### config.mk
export PLATFORM = sky130hd
export DESIGN_NAME = cjg_clkmon
export DESIGN_NICKNAME = d
export VERILOG_FILES = /design/src/rtl/cjg_clkmon_pkg.sv /design/src/rtl/cjg_sat_counter.sv /design/src/rtl/cjg_clkmon.sv
export SDC_FILE = /design/constraint.sdc
export NUM_CORES = 1
export LEC_CHECK = 0
export CAP_MARGIN = 10
export CORE_AREA = 2 2 49 51
export DETAILED_ROUTE_END_ITERATION = 16
export DIE_AREA = 0 0 51 53
export PLACE_DENSITY = 0.73
export SLEW_MARGIN = 15
export SYNTH_ARGS = -nofsm -noshare
export SYNTH_HDL_FRONTEND = slang
export SYNTH_HIERARCHICAL = 1
export SYNTH_SLANG_ARGS = --single-unit
### constraint.sdc
create_clock -name clk -period 4.5 [get_ports clk]
set_clock_uncertainty 0.2 [all_clocks]
set_input_delay 0.675 -clock clk [delete_from_list [all_inputs] [get_ports clk]]
set_output_delay 0.675 -clock clk [all_outputs]
set_load 0.02 [all_outputs]
### src/rtl/cjg_clkmon_pkg.sv
// cjg_clkmon_pkg: shared state encoding and default parameters for the two-phase clock monitor.
package cjg_clkmon_pkg;
   typedef enum logic [1:0] {SEARCH = 2'd0, TRACK = 2'd1, LOCKED = 2'd2} state_t;
   localparam int DEF_PERIOD     = 4;
   localparam int DEF_P2_OFFSET  = 2;
   localparam int DEF_LOCK_COUNT = 4;
   localparam int DEF_ERR_CNT_W  = 8;
endpackage

### src/rtl/cjg_sat_counter.sv
// cjg_sat_counter: saturating up-counter; increment wins over clear.
module cjg_sat_counter #(
   parameter int W = 8
) (
   input  logic         clk,
   input  logic         reset,
   input  logic         inc_i,
   input  logic         clr_i,
   output logic [W-1:0] count_o
);
   logic [W-1:0] count_q, count_d;
   always_comb count_d = inc_i ? ((&count_q) ? count_q : count_q + W'(1)) : clr_i ? '0 : count_q;
   always_ff @(posedge clk or negedge reset)
      if (!reset) count_q <= '0;
      else        count_q <= count_d;
   assign count_o = count_q;
endmodule

### src/rtl/cjg_clkmon.sv
// cjg_clkmon: locks to p1/p2 phase pulse trains, recovers phase, flags overlap/sequence faults.
// Optional CJG_CLKMON_STICKY_EN adds err_clr/err_sticky and clearable err_count.
module cjg_clkmon
   import cjg_clkmon_pkg::*;
#(
   parameter int PERIOD     = DEF_PERIOD,
   parameter int P2_OFFSET  = DEF_P2_OFFSET,
   parameter int LOCK_COUNT = DEF_LOCK_COUNT,
   parameter int ERR_CNT_W  = DEF_ERR_CNT_W
) (
   input  logic                      clk,
   input  logic                      reset,
   input  logic                      p1_in,
   input  logic                      p2_in,
`ifdef CJG_CLKMON_STICKY_EN
   input  logic                      err_clr,
   output logic                      err_sticky,
`endif
   output logic                      locked,
   output logic [$clog2(PERIOD)-1:0] phase,
   output logic                      err_overlap,
   output logic                      err_seq,
   output logic [ERR_CNT_W-1:0]      err_count
);
   localparam int PW = $clog2(PERIOD);
   localparam int GW = $clog2(LOCK_COUNT + 1);
   localparam logic [PW-1:0] LAST = PW'(PERIOD - 1);
   localparam logic [PW-1:0] P2   = PW'(P2_OFFSET);
   state_t        state_q, state_d;
   logic [PW-1:0] pos_q, pos_d;
   logic [GW-1:0] good_q, good_d;
   logic          r_p1_q, r_p2_q, ov_q, ov_d, seq_q, seq_d, cnt_clr;
   always_comb begin
      state_d = state_q;
      pos_d   = pos_q;
      good_d  = good_q;
      ov_d    = 1'b0;
      seq_d   = 1'b0;
      if (state_q == SEARCH) begin
         if (r_p1_q && r_p2_q) ov_d = 1'b1;
         else if (r_p1_q) begin
            state_d = TRACK;
            pos_d   = PW'(1);
            good_d  = '0;
         end
      end else if (r_p1_q == (pos_q == '0) && r_p2_q == (pos_q == P2)) begin
         pos_d = (pos_q == LAST) ? '0 : pos_q + PW'(1);
         if (pos_q == LAST) begin
            good_d = (good_q == GW'(LOCK_COUNT)) ? good_q : good_q + GW'(1);
            if (state_q == TRACK && good_q == GW'(LOCK_COUNT - 1)) state_d = LOCKED;
         end
      end else begin
         // the faulting sample is dropped; the next clean p1 restarts tracking
         ov_d    = r_p1_q & r_p2_q;
         seq_d   = ~(r_p1_q & r_p2_q);
         state_d = SEARCH;
         pos_d   = '0;
         good_d  = '0;
      end
   end
   always_ff @(posedge clk or negedge reset)
      if (!reset) begin
         r_p1_q  <= 1'b0;
         r_p2_q  <= 1'b0;
         state_q <= SEARCH;
         pos_q   <= '0;
         good_q  <= '0;
         ov_q    <= 1'b0;
         seq_q   <= 1'b0;
      end else begin
         r_p1_q  <= p1_in;
         r_p2_q  <= p2_in;
         state_q <= state_d;
         pos_q   <= pos_d;
         good_q  <= good_d;
         ov_q    <= ov_d;
         seq_q   <= seq_d;
      end
`ifdef CJG_CLKMON_STICKY_EN
   logic sticky_q;
   always_ff @(posedge clk or negedge reset)
      if (!reset) sticky_q <= 1'b0;
      else        sticky_q <= ov_d | seq_d | (sticky_q & ~err_clr);
   assign err_sticky = sticky_q;
   assign cnt_clr    = err_clr;
`else
   assign cnt_clr = 1'b0;
`endif
   cjg_sat_counter #(.W(ERR_CNT_W)) u_err_cnt (
      .clk     (clk),
      .reset   (reset),
      .inc_i   (ov_d | seq_d),
      .clr_i   (cnt_clr),
      .count_o (err_count)
   );
   assign locked      = (state_q == LOCKED);
   assign phase       = locked ? pos_q : '0;
   assign err_overlap = ov_q;
   assign err_seq     = seq_q;
endmodule

### Word-level counts from Yosys, hierarchy flattened

Cells that the tools add are included.
W data, S select, Z words.

* add/sub/neg operators: 3
* equal/unequal tests: 13
* multiplexer cells: 21
* bitwise logic cells: 4
* reduce and logical (&&, ||, !) cells: 10

Operators by type and width (number)
* $mux W2: 10
* $mux W3: 6
* $add A8 B1 Y8 const B: 1
* $reduce_and A4 Y1: 2
* $reduce_and A8 Y1: 1
* $eq A2 B2 Y1 const B: 3
* $ne A3 B2 Y1 const B: 2
* $mux W1: 5
* $logic_not A2 Y1: 2
* $ne A2 B2 Y1 const B: 2
* $reduce_and A2 Y1: 2
* $add A3 B1 Y3 const B: 1
* $eq A3 B2 Y1 const B: 1
* $eq A3 B3 Y1 const B: 1
* $logic_and A1 B1 Y1: 3
* $ne A3 B3 Y1 const B: 1
* $add A2 B1 Y2 const B: 1
* $eq A1 B1 Y1: 2
* $eq A2 B1 Y1 const B: 1
* $not A1 Y1: 2
* $and A1 B1 Y1: 1
* $or A1 B1 Y1: 1

* register bits after elaboration: 19
* bits of input ports: 4
* output and inout bits: 13
* logic and storage cells: 59

### Depth between registers and ports, before layout

Gate-level depths: netlist of the first run.

* word-level depth: 7
* depth in mapped cells: 9
* gate-level depth less buffers: 8

### By module

The synthesis of the first run kept the hierarchy.

By module, submodules not included
* cjg_clkmon: times used 1, cells each 57, area each 596.8 um^2, seq. area each 275.3 um^2
* cjg_sat_counter: times used 1, cells each 45, area each 459.2 um^2, seq. area each 200.2 um^2

### Worst setup path after synthesis of the first run

Ideal clock, no wire load.

* path kind: register to register
* start: reg pos_q[0]
* end: reg u_err_cnt.count_q[6] (netlist: u_err_cnt/count_o[6])
* setup time: 104 ps
* data arrival time: 1833 ps
* required time: 4196 ps
* path slack: 2363 ps
* stages on the path, launching flop included: 10
* path buffers: 1
* period minus slack after synthesis: 2137 ps
* cell sequence: dfrtp_1 inv_1 ha_1 xnor2_1 and3_4 buf_6 a21oi_1 and4_1 a31oi_1 a221oi_1

* word-level cells in the longest chain between the ends: 7
* elaborated cells between the ends (all ways): 11
* those cells by class: 3 x eq/ne; 4 x mux; 1 x bitwise; 3 x reduce/logical

Ends and longest elaborated chain
* start, declared: RTL line cjg_clkmon.sv:30 `logic [PW-1:0] pos_q, pos_d;`
* start signal, assigned: RTL line cjg_clkmon.sv:74 `pos_q <= pos_d;`
* $eq A2 B2 Y1 or $logic_not A2 Y1 (tied branches): RTL line cjg_clkmon.sv:46 `end else if (r_p1_q == (pos_q == '0) && r_p2_q == (pos_q == P2)) begin`
* $eq A1 B1 Y1: RTL line cjg_clkmon.sv:46
* $logic_and A1 B1 Y1 (*): RTL line cjg_clkmon.sv:46
* $mux W1: RTL line cjg_clkmon.sv:46
* $mux W1: RTL line cjg_clkmon.sv:39 `if (state_q == SEARCH) begin`
* $or A1 B1 Y1 (*): RTL line cjg_clkmon.sv:92 `.inc_i (ov_d | seq_d),`
* $reduce_and A2 Y1 (no source line) (*)
* end signal, assigned: RTL line cjg_sat_counter.sv:15 `else count_q <= count_d;`
* end, declared: RTL line cjg_sat_counter.sv:11 `logic [W-1:0] count_q, count_d;`

Mark *: on every way between the ends. The rest lies on a longest branch, timed or not.
A chain may end at the register's enable or synchronous reset.

### Final worst setup path of the first run

Same ends and word-level chain as after synthesis.

==> results.py, run 1 <==
metrics = {
    "yosys": {
        "syn_inst": 102,
        "synth_top_cell_area_share": 0.450,
        "syn_area_um2": 1060,
        "synth_area_leaders": "dfrtp_1 45%, ha_1 8.3%, inv_1 2.8%",
        "synth_edf_count": 0,
        "syn_area_per_cell_um2": 10.4,
        "yosys_warnings": 6,
        "synth_cell_types": 45,
        "async_flop_share": 1.00,
        "synthFlopType": "dfrtp_1",
        "synth-seq-area-share": 0.450,
        "yosysTopAreaCell": "dfrtp_1",
        "ys_ff_latch": 19,
    },
    "power": {
        "p_switching_mw": 0.227,
        "peakVddDrop_v": 0.000309,
        "clkPwrFrac": 0.154,
        "cellPowerDensity_nw_per_um2": 450,
        "p_sw_frac": 0.398,
        "pwr-share-seq": 0.425,
        "p_leak_nw": 0.548,
        "share_comb_of_total_power": 0.420,
        "intPower_mw": 0.343,
    },
    "cts": {
        "clockBufferDepth": 2,
        "cts_resized": 0,
        "clock_latency_ps": 300,
        "htree_num_levels": 1,
        "cts_sinks": 19,
        "cts_setup_buffers": 0,
        "ctsHoldBuffers": 0,
        "cts_tree": "done",
        "cts_root_buffer": "clkbuf_4",
        "numCtsBuffers": 3,
        "clk_pin_slew_ps": 110,
    },
    "grt": {
        "grt-ovfl-total": 0,
        "grt_pass1_vias": 751,
        "grt_pass1_wl_um": 3390,
        "grt_usage": 0.172,
        "antenna_found_initial": 0,
        "grt_max_degree": 20,
    },
    "placement": {
        "dp.cells": 146,
        "dp_hpwl_um": 1520,
        "place.gp.congestion": 0.835,
        "dp_slack_ps": 1750,
        "io_buffers": 16,
    },
    "routing": {
        "drc": 0,
        "vias": 843,
        "vias_per_cell": 5.62,
        "routed_wl_um": 2040,
        "drtPass1Iterations": 4,
        "avgRoutedWirePerCell_um": 13.6,
        "drtIter0Drc": 21,
        "ant_nets": 0,
    },
    "critical_path": {
        "regToRegStartpoint": "pos_q[0]",
        "crit_start": "pos_q[0]",
        "r2r-end": "u_err_cnt/count_o[6]",
        "cp_max_fo": 14,
        "critical_path.startpoint_type": "flip-flop",
        "r2r_slack_ps": 1740,
        "cp-end-kind": "flip-flop",
        "worst-setup-path-type": "reg2reg",
        "reg2reg_depth": 8,
        "crit_required_ps": 4500,
        "cp_data_arrival_time_ps": 2760,
    },
    "die": {
        "dieArea_um2": 2700,
        "pin_count": 17,
        "die_h_um": 53,
        "dieWidth_um": 51,
        "core_area_um2": 2150,
        "rows": 17,
        "start_util": 0.492,
    },
    "run": {
        "drv_cap": 0,
    },
    "layout": {
        "drive_gt1_frac": 0.0820,
        "multiInputGateArea_um2": 542,
        "fin_nets": 134,
        "syn_to_final_growth_pct": 20.1,
        "final_cell_count_no_fill": 150,
        "fill_cells": 190,
        "ff_latch_area_um2": 475,
        "antenna_cells": 0,
    },
    "min_path": {
        "hold_class": "reg2reg",
        "worstHoldPathCells": 1,
        "hold_start": "good_q[1]",
        "min_to": "good_q[1]",
    },
    "sta": {
        "setup_ws_ps": 1740,
        "tns_ps": 0,
        "period_share": 0.613,
        "period_needed_ps": 2760,
        "hold_viol": 0,
        "relSlewSlack": 0.421,
        "rsz0062_at_grt": "false",
        "worst_pin_slew_ps": 869,
        "fmax_mhz": 362,
        "setup_violations": 0,
        "drv_slew": 0,
    },
    "run_status": {
        "status": "finished, final reports clean",
    },
}
[registers in the layout, summed over array words and instances (netlist names)]
signal	flops
state_q	2
err_seq	1
u_err_cnt/count_o	8
err_overlap	1
r_p1_q	1
pos_q	2
r_p2_q	1
good_q	3
[through the flow]
| step | hold slack (ps) | total power [mW] | util | instance area [um2] |
|---|---|---|---|---|
| finish | 336 | 0.570 | 0.591 | 1270 |
| floorplan | 179 | 0.412 | - | 1060 |
| global placement | 309 | 0.479 | 0.578 | 1240 |
| CTS | 341 | 0.572 | 0.591 | 1270 |
| detailed placement | 316 | 0.485 | 0.578 | 1240 |
| global route | 379 | 0.606 | 0.591 | 1270 |
[critical path: stages (launching register included)]
cell      delay (ps)
dfrtp_1          400
inv_1             90
ha_1             210
xnor2_1          160
and3_4           220
a21oi_1          670
and4_1           380
a31oi_1          100
a221oi_1         220
[power by group through the flow]
stage	registers (mW)	clock network, mW	logic, mW
detailed placement	0.246	0	0.239
CTS	0.243	0.0888	0.241
floorplan	0.260	0	0.152
finish	0.243	0.0881	0.240
global placement	0.243	0	0.236
global route	0.249	0.0952	0.262
[layout by cell type, fill, tap and decap left out, types with 2 or more instances in the layout]
cell type         n
o21ai_0           3
nand2_1           4
ha_1              7
a41oi_1           2
o22ai_1           3
o211ai_1          2
clkbuf_4          3
a31oi_1           4
and3_1            2
and4_1            2
and2_1            3
inv_1             8
dfrtp_1          19
clkdlybuf4s50_1  16
nand3_1           4
xnor2_1           2
conb_1            3
nor2_1            4
a21oi_1           4
[kinds of logic (layout without fill, tap and decap cells)]
group                    count (synthesis)  in the layout  synth area share
AND/OR/NAND/NOR                         31             31             0.186
XOR/XNOR                                 2              2            0.0166
multiplexers                             1              1           0.00948
flip-flops                              19             19             0.450
AO/OA/AOI/OAI                           31             31             0.207
buffers and inverters                   10             28            0.0438
other                                    1              3           0.00355
adder cells (fa/ha/maj)                  7              7            0.0829
[how the worst max path moves through the flow]
stage	to	slack (ps)	depth (start not counted)
floorplan	u_err_cnt/count_o[6]	2360	9
global placement	u_err_cnt/count_o[6]	1910	8
detailed placement	u_err_cnt/count_o[6]	1750	8
CTS	u_err_cnt/count_o[6]	1720	8
global route	u_err_cnt/count_o[6]	1480	8
finish	u_err_cnt/count_o[6]	1740	8
[per-layer routing]
metal,track usage,part of all wire
met2,0.245,0.44
met1,0.248,0.51
met5,0,0
met4,0.0946,0.022
met3,0.0254,0.029
[cell usage after synthesis, types with 2 or more instances]
cell	number
a41oi_1	2
inv_1	8
nand3_1	4
xnor2_1	2
o22ai_1	3
and4_1	2
ha_1	7
a31oi_1	4
and2_1	3
and3_1	2
nor2_1	4
o211ai_1	2
dfrtp_1	19
nand2_1	4
a21oi_1	4
o21ai_0	3
[cell type report]
class / count / area share
Inverter: 8 / 0.0237
Clock buffer: 4 / 0.0207
Timing Repair Buffer: 16 / 0.126
Multi-Input combinational cell: 75 / 0.427
Sequential cell: 19 / 0.375
Tap cell: 28 / 0.0276
(Power assumes the default switching activity.)
==> run 2: changes to the inputs <==
--- a/config.mk
+++ b/config.mk
@@ -6,10 +6,10 @@
 export NUM_CORES = 1
 export LEC_CHECK = 0
 export CAP_MARGIN = 10
-export CORE_AREA = 2 2 49 51
+export CORE_AREA = 2 2 51 53
 export DETAILED_ROUTE_END_ITERATION = 16
-export DIE_AREA = 0 0 51 53
-export PLACE_DENSITY = 0.73
+export DIE_AREA = 0 0 53 55
+export PLACE_DENSITY = 0.71
 export SLEW_MARGIN = 15
 export SYNTH_ARGS = -nofsm -noshare
 export SYNTH_HDL_FRONTEND = slang
==> constraint.sdc (replaced) <==
create_clock -name clk -period 2.2 [get_ports clk]
set_clock_uncertainty 0.2 [all_clocks]
set_input_delay 0.33 -clock clk [delete_from_list [all_inputs] [get_ports clk]]
set_output_delay 0.33 -clock clk [all_outputs]
set_load 0.02 [all_outputs]
==> run 2 against run 1 <==
Effect of this change:
- first-iteration DRC count down 4.8%
- final area up 6.9%
- combinational power up 140%
- critical path depth up 1
- sequential cell count unchanged
- global-route usage down 0.50 points
- final cell count up 6.0%
- setup slack worse by 1600 ps
- utilization down 1.7 points
- fmax up 31%
- register-to-register slack worse by 1600 ps
- critical path type unchanged
- largest cell class unchanged
- largest power group is now combinational logic
==> results.py, run 2 (synthesis gave the netlist of run 1 again) <==
metrics = {
    "cts": {
        "cts_tree": "done",
        "clk_pin_slew_ps": 110,
        "clock_latency_ps": 300,
        "htree_num_levels": 1,
        "cts_sinks": 19,
        "numCtsBuffers": 3,
        "cts_root_buffer": "clkbuf_4",
        "clockBufferDepth": 2,
    },
    "die": {
        "rows": 18,
        "die_h_um": 55,
        "pin_count": 17,
        "dieArea_um2": 2920,
        "start_util": 0.447,
        "dieWidth_um": 53,
        "core_area_um2": 2360,
    },
    "critical_path": {
        "crit_slowest_cell": "dfrtp_1",
        "crit_required_ps": 2200,
        "critical_path.startpoint_type": "flip-flop",
        "worst-setup-path-type": "reg2reg",
        "worstPathCellList": "inv_1 -> ha_1 -> xnor2_2 -> and3_4 -> a21oi_2 -> buf_4 -> inv_1 -> and3_1 -> a31o_1",
        "crit_top_cell": "inv_1",
        "cp_data_arrival_time_ps": 2110,
        "slowest_delay_ps": 400,
        "cp_max_fo": 10,
        "cp-end-kind": "flip-flop",
    },
    "sta": {
        "hold_viol": 0,
        "setup_violations": 0,
        "drv_slew": 0,
        "period_share": 0.958,
        "tns_ps": 0,
        "fin_hold_ws_ps": 143,
        "fmax_mhz": 474,
        "period_needed_ps": 2110,
        "setup_ws_ps": 92.2,
        "rsz0062_at_grt": "false",
    },
    "layout": {
        "largest_reg_flops": 8,
        "syn_to_final_growth_pct": 28.4,
        "mostFrequentLayoutCells": "19 x dfrtp_1, 14 x clkdlybuf4s50_1, 8 x inv_1",
        "antenna_cells": 0,
        "drive_gt1_frac": 0.178,
        "fin_nets": 141,
        "final_common_cell": "dfrtp_1",
    },
    "power": {
        "clkPwrFrac": 0.142,
        "p_total_mw": 1.26,
        "p_sw_frac": 0.391,
        "p_switching_mw": 0.493,
        "intPower_mw": 0.767,
        "share_comb_of_total_power": 0.466,
        "cellPowerDensity_nw_per_um2": 929,
        "peakVddDrop_v": 0.000580,
        "pwr-share-seq": 0.392,
        "p_leak_nw": 0.637,
    },
    "grt": {
        "grt_pass1_vias": 806,
        "grt_max_degree": 20,
        "antenna_found_initial": 0,
        "grt-ovfl-total": 0,
        "grt_pass1_wl_um": 3530,
        "grt_usage": 0.167,
    },
    "placement": {
        "dp_slack_ps": 47.5,
        "dp_hpwl_um": 1480,
        "place.gp.congestion": 0.817,
        "io_buffers": 16,
    },
    "routing": {
        "routed_wl_um": 2150,
        "drtPass1Iterations": 4,
        "vias": 868,
        "avgRoutedWirePerCell_um": 13.5,
        "drc": 0,
        "vias_per_cell": 5.46,
        "drtIter0Drc": 20,
        "ant_nets": 0,
    },
    "run": {
        "drv_cap": 0,
    },
    "min_path": {
        "hold_class": "in2async",
    },
    "run_status": {
        "status": "finished, final reports clean",
    },
}
-- run 2: cell types whose count changed in the layout (fill, tap and decap cells not counted) --
cell / previous run / this run
xnor2_2: 0 / 2
clkdlybuf4s50_1: 16 / 14
and4_1: 2 / 1
a221oi_2: 0 / 1
buf_4: 0 / 7
dlymetal6s2s_1: 0 / 2
and4_2: 0 / 1
a21oi_1: 4 / 3
a21oi_2: 1 / 2
clkinv_2: 0 / 1
a221oi_1: 1 / 0
clkbuf_1: 1 / 0
xnor2_1: 2 / 0
-- run 2: routing by layer --
layer,track usage,up-vias,part of all wire,wire (um)
met5,0,-,0,0
met4,0.0855,0,0.0088,19
met3,0.0242,2,0.022,47
met2,0.242,20,0.45,975
met1,0.242,414,0.52,1110
li1,-,432,-,-
-- run 2: per-stage QoR --
stage	cells	util	instance area, um2
final	159	0.574	1360
after detailed placement	150	0.533	1260
after global placement	150	0.533	1260
after CTS	154	0.544	1290
after floorplan	104	-	1060
after global routing	159	0.574	1360
-- run 2: power by group through the flow --
stage | logic (mW) | registers (mW) | clock network (mW)
3_3_place_gp | 0.500 | 0.495 | 0
5_1_grt | 0.638 | 0.507 | 0.199
3_5_place_dp | 0.507 | 0.501 | 0
4_1_cts | 0.511 | 0.492 | 0.189
2_1_floorplan | 0.312 | 0.531 | 0
6_report | 0.587 | 0.494 | 0.179
-- run 2: worst max-delay path: cells and delay by family (launching register included) --
| kind | cells | cell delay (ps) |
|---|---|---|
| flip-flops | 1 | 400 |
| buffers and inverters | 3 | 360 |
| AND/OR/NAND/NOR | 2 | 360 |
| AO/OA/AOI/OAI | 2 | 290 |
| adder cells (fa/ha/maj) | 1 | 230 |
| XOR/XNOR | 1 | 160 |
-- run 2: final cells by class --
| type | instances | area, um2 |
|---|---|---|
| fill | 212 | 1010 |
| multi-input combinational | 75 | 568 |
| sequential | 19 | 475 |
| timing repair buffer | 23 | 218 |
| tap | 30 | 37.5 |
| inverter | 8 | 30.0 |
| clock buffer | 3 | 22.5 |
| clock inverter | 1 | 5.00 |
-- run 2: timing repair --
item	CTS	global route
setup buffers	0	5
hold endpoints to repair	0	0
hold buffers	0	0
setup endpoints to repair	0	6
gates resized for setup	0	7
-- run 2: final timing paths --
path | startpoint | end | slack [ps] | cells after the start
worst max-delay path | pos_q[0] | u_err_cnt/count_o[0] | 90 | 9
worst min-delay path | reset | u_err_cnt/count_o[1] | 140 | 2
worst max register to register | pos_q[0] | u_err_cnt/count_o[0] | 90 | 9
worst min register to register | good_q[0] | good_q[0] | 350 | 1
max in group asynchronous | reset | state_q[1] | 1460 | 2
min in group clk | p1_in | r_p1_q | 260 | 1
==> variant 1 (settings of run 2) <==
The 3 states of `state_t` get a one-hot encoding in 3 bits.
--- a/src/rtl/cjg_clkmon_pkg.sv
+++ b/src/rtl/cjg_clkmon_pkg.sv
@@ -1,5 +1,5 @@
 // cjg_clkmon_pkg: shared state encoding and default parameters for the two-phase clock monitor.
 package cjg_clkmon_pkg;
-   typedef enum logic [1:0] {SEARCH = 2'd0, TRACK = 2'd1, LOCKED = 2'd2} state_t;
+   typedef enum logic [2:0] {SEARCH = 3'b001, TRACK = 3'b010, LOCKED = 3'b100} state_t;
    localparam int DEF_PERIOD     = 4;
    localparam int DEF_P2_OFFSET  = 2;
Check against the original RTL: same outputs for any inputs over 10 cycles, from zero or initial values and one cycle with reset low; not proved beyond that.
==> variant 1 against run 2 <==
  * Cell area is 7.3% higher
  * Power is 8.1% higher
  * Worst setup slack worse by 0.021 ns
  * Routed wire length is 12% higher
  * Critical path depth is 3 lower
  * Critical path type unchanged
  * Core utilization is 4.2 points higher
  * Maximum frequency is 0.99% lower
  * Largest power group unchanged
  * Highest routed layer unchanged
  * Area after synthesis is 4.5% higher
  * Sequential cell count is 1 higher
  * Synthesized cell count is 5.9% higher
==> variant 1: results (changes against run 2) <==
Placement
  – Setup WS pre-CTS: 0.00554 ns (was 0.0475 ns)
  – Hpwl dp: 1620 um (was 1480 um)
  – Area after DPL: 0.00133 mm2 (was 0.00126 mm2)
  – Placed cells: 159 (was 150)
  – Routability cong.: 0.797 (was 0.817)

Routing
  – WL final: 2410 um (was 2150 um)
  – M1 WL: 1100 um (was 1110 um)
  – Metal2 WL: 1180 um (was 975 um)
  – DR WL met3: 115 um (was 47 um)
  – Initial DRC count: 35 (was 20)
  – Via Count: 970 (was 868)

GRT
  – First-pass GRT wire length: 3820 um (was 3530 um)
  – M2 GR Usage: 0.273 (was 0.242)
  – GRT Total Usage: 0.180 (was 0.167)
  – Largest net degree at the start of global routing: 12 (was 20)
  – Grt met1 use: 0.253 (was 0.242)
  – M3 GR Usage: 0.0511 (was 0.0242)
  – Number of global-route vias before repair: 838 (was 806)

Critical path
  – CP Max Fanout: 4 (was 10)
  – Crit-path slowest cell: dfstp_2 (was dfrtp_1)

Synthesis
  – Mapped Cells: 108 (was 102)
  – XOR/XNOR share of the synthesized area: 0.0159 (was 0.0166)
  – Post-synthesis adder-cell area fraction: 0.0794 (was 0.0829)
  – Mux contribution to synthesized area: 0.00907 (was 0.00948)
  – Sequential area share after synthesis: 0.455 (was 0.450)
  – Post-synth top cells: 19 x dfrtp_1, 9 x inv_1, 7 x ha_1, 7 x nand2_1, 5 x o21ai_0 (was 19 x dfrtp_1, 8 x inv_1, 7 x ha_1)
  – Synth cell types: 43 (was 45)

Clock tree
  – Post-CTS Resized: 3 (was 0)
  – Clk slew on worst S/H paths: around 0.12 ns
  – Setup Buffers After CTS: 4 (was 0)

Finish
  – Fin cells: 170 (was 159)
  – Nets: 152 (was 141)

Power
  – Max VDD drop: 0.768 mV (was 0.580 mV)
  – Leak: 0.668 nW (was 0.637 nW)

Outcome
  – Run status: finished clean (unchanged)
variant 1: final timing paths:
path                       startpoint                    to  slack (ns)  cells past startpoint
setup / recovery           state_q[0]  u_err_cnt/count_o[6]        0.07                      6
setup reg to reg           state_q[0]  u_err_cnt/count_o[6]        0.07                      6
hold reg to reg             good_q[1]             good_q[1]        0.36                      1
min in group clk                p2_in                r_p2_q        0.27                      1
max in group asynchronous       reset            state_q[1]        1.15                      2
hold / removal                  reset             good_q[2]        0.11                      1
variant 1: where the power goes:
group / internal (W) / leakage (nW) / switching (W)
clock network: 0.0000706 / 0.0150 / 0.000107
logic: 0.000339 / 0.389 / 0.000328
registers: 0.000436 / 0.264 / 0.0000812
variant 1: critical path, delay by kind of cell, from the launching register on:
family / cells / cell delay, ns
simple gates: 3 / 0.83
flops: 1 / 0.57
compound gates: 3 / 0.45
variant 1: kinds of logic (layout without fill, tap and decap cells):
| group | after synthesis | in the layout |
|---|---|---|
| AOI/OAI and AO/OA | 32 | 32 |
| and+or+nand+nor | 35 | 35 |
| adders and majority gates | 7 | 7 |
| DFF | 20 | 20 |
| muxes | 1 | 1 |
| other | 1 | 3 |
| buffers and inverters | 10 | 40 |
| xor gates and xnor gates | 2 | 2 |
variant 1: through the flow:
step | hold slack (ns) | util | TNS, ns | total power, W
after floorplan | -0.166 | - | 0 | 0.000842
after global placement | 0.319 | 0.564 | 0 | 0.00102
after detailed placement | 0.342 | 0.564 | 0 | 0.00104
after CTS | 0.132 | 0.589 | 0 | 0.00127
after global routing | 0.142 | 0.615 | -0.0247 | 0.00146
final | 0.113 | 0.615 | 0 | 0.00136
variant 1: area by class of cell:
class	count	area, um2
well taps	30	37.5
inverters	9	33.8
flip-flops and latches	20	502
repair buffers	27	246
fillers	194	910
multi-input cells	80	609
clock buffers	4	26.3
==> variant 2 (config.mk and constraints of run 2) <==
Without the edit above. Set the package constant `DEF_ERR_CNT_W` to 9 (it was 8).
--- a/src/rtl/cjg_clkmon_pkg.sv
+++ b/src/rtl/cjg_clkmon_pkg.sv
@@ -5,5 +5,5 @@
    localparam int DEF_P2_OFFSET  = 2;
    localparam int DEF_LOCK_COUNT = 4;
-   localparam int DEF_ERR_CNT_W  = 8;
+   localparam int DEF_ERR_CNT_W  = 9;
 endpackage
 
Ports: changed (resized err_count); port bits go from 17 to 18. The function was not compared with the original's and may differ.
==> variant 2 against run 2 <==
  * Power up 12%
  * Via count up 5.0%
  * First-iteration DRC count up 60%
  * Sequential cell count up 1
  * Global-route usage up 1.8 points
  * Combinational power up 22%
  * Routed wire length up 6.1%
  * Synthesized cell count up 8.8%
  * Cell area up 7.0%
  * Area after synthesis up 7.2%
  * Sequential share of layout area down 0.57 points
  * Worst setup slack better by 0.025 ns
  * Maximum frequency up 1.2%
  * Non-clock buffer count up 4
  * Highest routed layer unchanged
==> variant 2: results (changes against run 2) <==
Placement
  – Hpwl dp: 1670 um (was 1480 um)
  – I/O Buffers: 17 (was 16)
  – Routability cong.: 0.832 (was 0.817)
  – Setup WS pre-CTS: 0.0591 ns (was 0.0475 ns)

Routing
  – Via Count: 911 (was 868)
  – Initial DRC count: 32 (was 20)
  – M1 WL: 1080 um (was 1110 um)
  – DR WL met3: 123 um (was 47 um)

GRT
  – Largest net degree at the start of global routing: 21 (was 20)
  – M2 GR Usage: 0.277 (was 0.242)
  – M3 GR Usage: 0.0430 (was 0.0242)
  – Grt met1 use: 0.253 (was 0.242)
  – Number of global-route vias before repair: 889 (was 806)
  – GRT Total Usage: 0.185 (was 0.167)
  – Busiest layer in global routing: met2 (was met1)

Power
  – Net Sw Frac: 0.391 (about the same)
  – Leak: 0.669 nW (was 0.637 nW)

Synthesis
  – Post-synth top cells: 20 x dfrtp_1, 10 x nand2_1, 8 x ha_1 (was 19 x dfrtp_1, 8 x inv_1, 7 x ha_1)
  – Sequential area share after synthesis: 0.442 (was 0.450)
  – XOR/XNOR share of the synthesized area: 0.0309 (was 0.0166)
  – Synth top area cells: dfrtp_1 44%, ha_1 8.8%, nand2_1 3.3% (was dfrtp_1 45%, ha_1 8.3%, inv_1 2.8%)
  – #FFs+latches synth: 20 (was 19)

Outcome
  – Run status: finished clean (unchanged)

Finish
  – Fin cells: 171 (was 159)
  – Fill count: 209 (was 212)
  – ClkCell Share: 0.0155 (was 0.0203)
  – Seq area share: 0.345 (was 0.351)
  – Max FFs per register: 9 (was 8)

Critical path
  – CP Max Fanout: 7 (was 10)
  – Critical path's largest stage delay: 0.44 ns (was 0.40 ns)
  – Reg2reg start: pos_q[1] (was pos_q[0])
  – FF-to-FF End: u_err_cnt/count_o[6] (was u_err_cnt/count_o[0])
-- variant 2: cell count changes after synthesis, sizes merged, moves of 2 or more --
cell / delta
a2bb2oi: +2
a31oi: -2
and4: -2
nand2: +6
nand4b: +2
nor3: +2
o211ai: -2
o21ai: +2
-- variant 2: power groups by stage --
| stage | clock [W] | sequential [W] | combinational [W] |
|---|---|---|---|
| 6_report | 0.000174 | 0.000525 | 0.000718 |
| 5_1_grt | 0.000189 | 0.000538 | 0.000799 |
| 4_1_cts | 0.000178 | 0.000522 | 0.000636 |
| 3_5_place_dp | 0 | 0.000529 | 0.000633 |
| 3_3_place_gp | 0 | 0.000525 | 0.000620 |
| 2_1_floorplan | 0 | 0.000574 | 0.000380 |
-- variant 2: metrics by stage --
step	hold slack [ns]	utilization	total power, W	cell area [um2]	setup TNS, ns
after floorplan	-0.166	-	0.000954	1140	0
after global placement	0.301	0.578	0.00115	1370	0
after detailed placement	0.321	0.578	0.00116	1370	0
after CTS	0.157	0.587	0.00134	1390	0
after global routing	0.175	0.614	0.00153	1450	-0.0116
final	0.148	0.614	0.00142	1450	0
-- variant 2: worst max path at each step --
stage | start | to | slack [ns]
final | pos_q[1] | u_err_cnt/count_o[6] | 0.12
after global routing | pos_q[0] | u_err_cnt/count_o[7] | -0.01
after CTS | state_q[1] | phase[1] | 0.004
after detailed placement | pos_q[1] | u_err_cnt/count_o[7] | 0.06
after global placement | pos_q[1] | u_err_cnt/count_o[6] | 0.15
after floorplan | pos_q[0] | u_err_cnt/count_o[7] | 0.08
-- variant 2: what timing repair did --
item                                    CTS  global route
buffers inserted                          0             3
endpoints found under the setup margin    0             8
resized for setup                         0             6
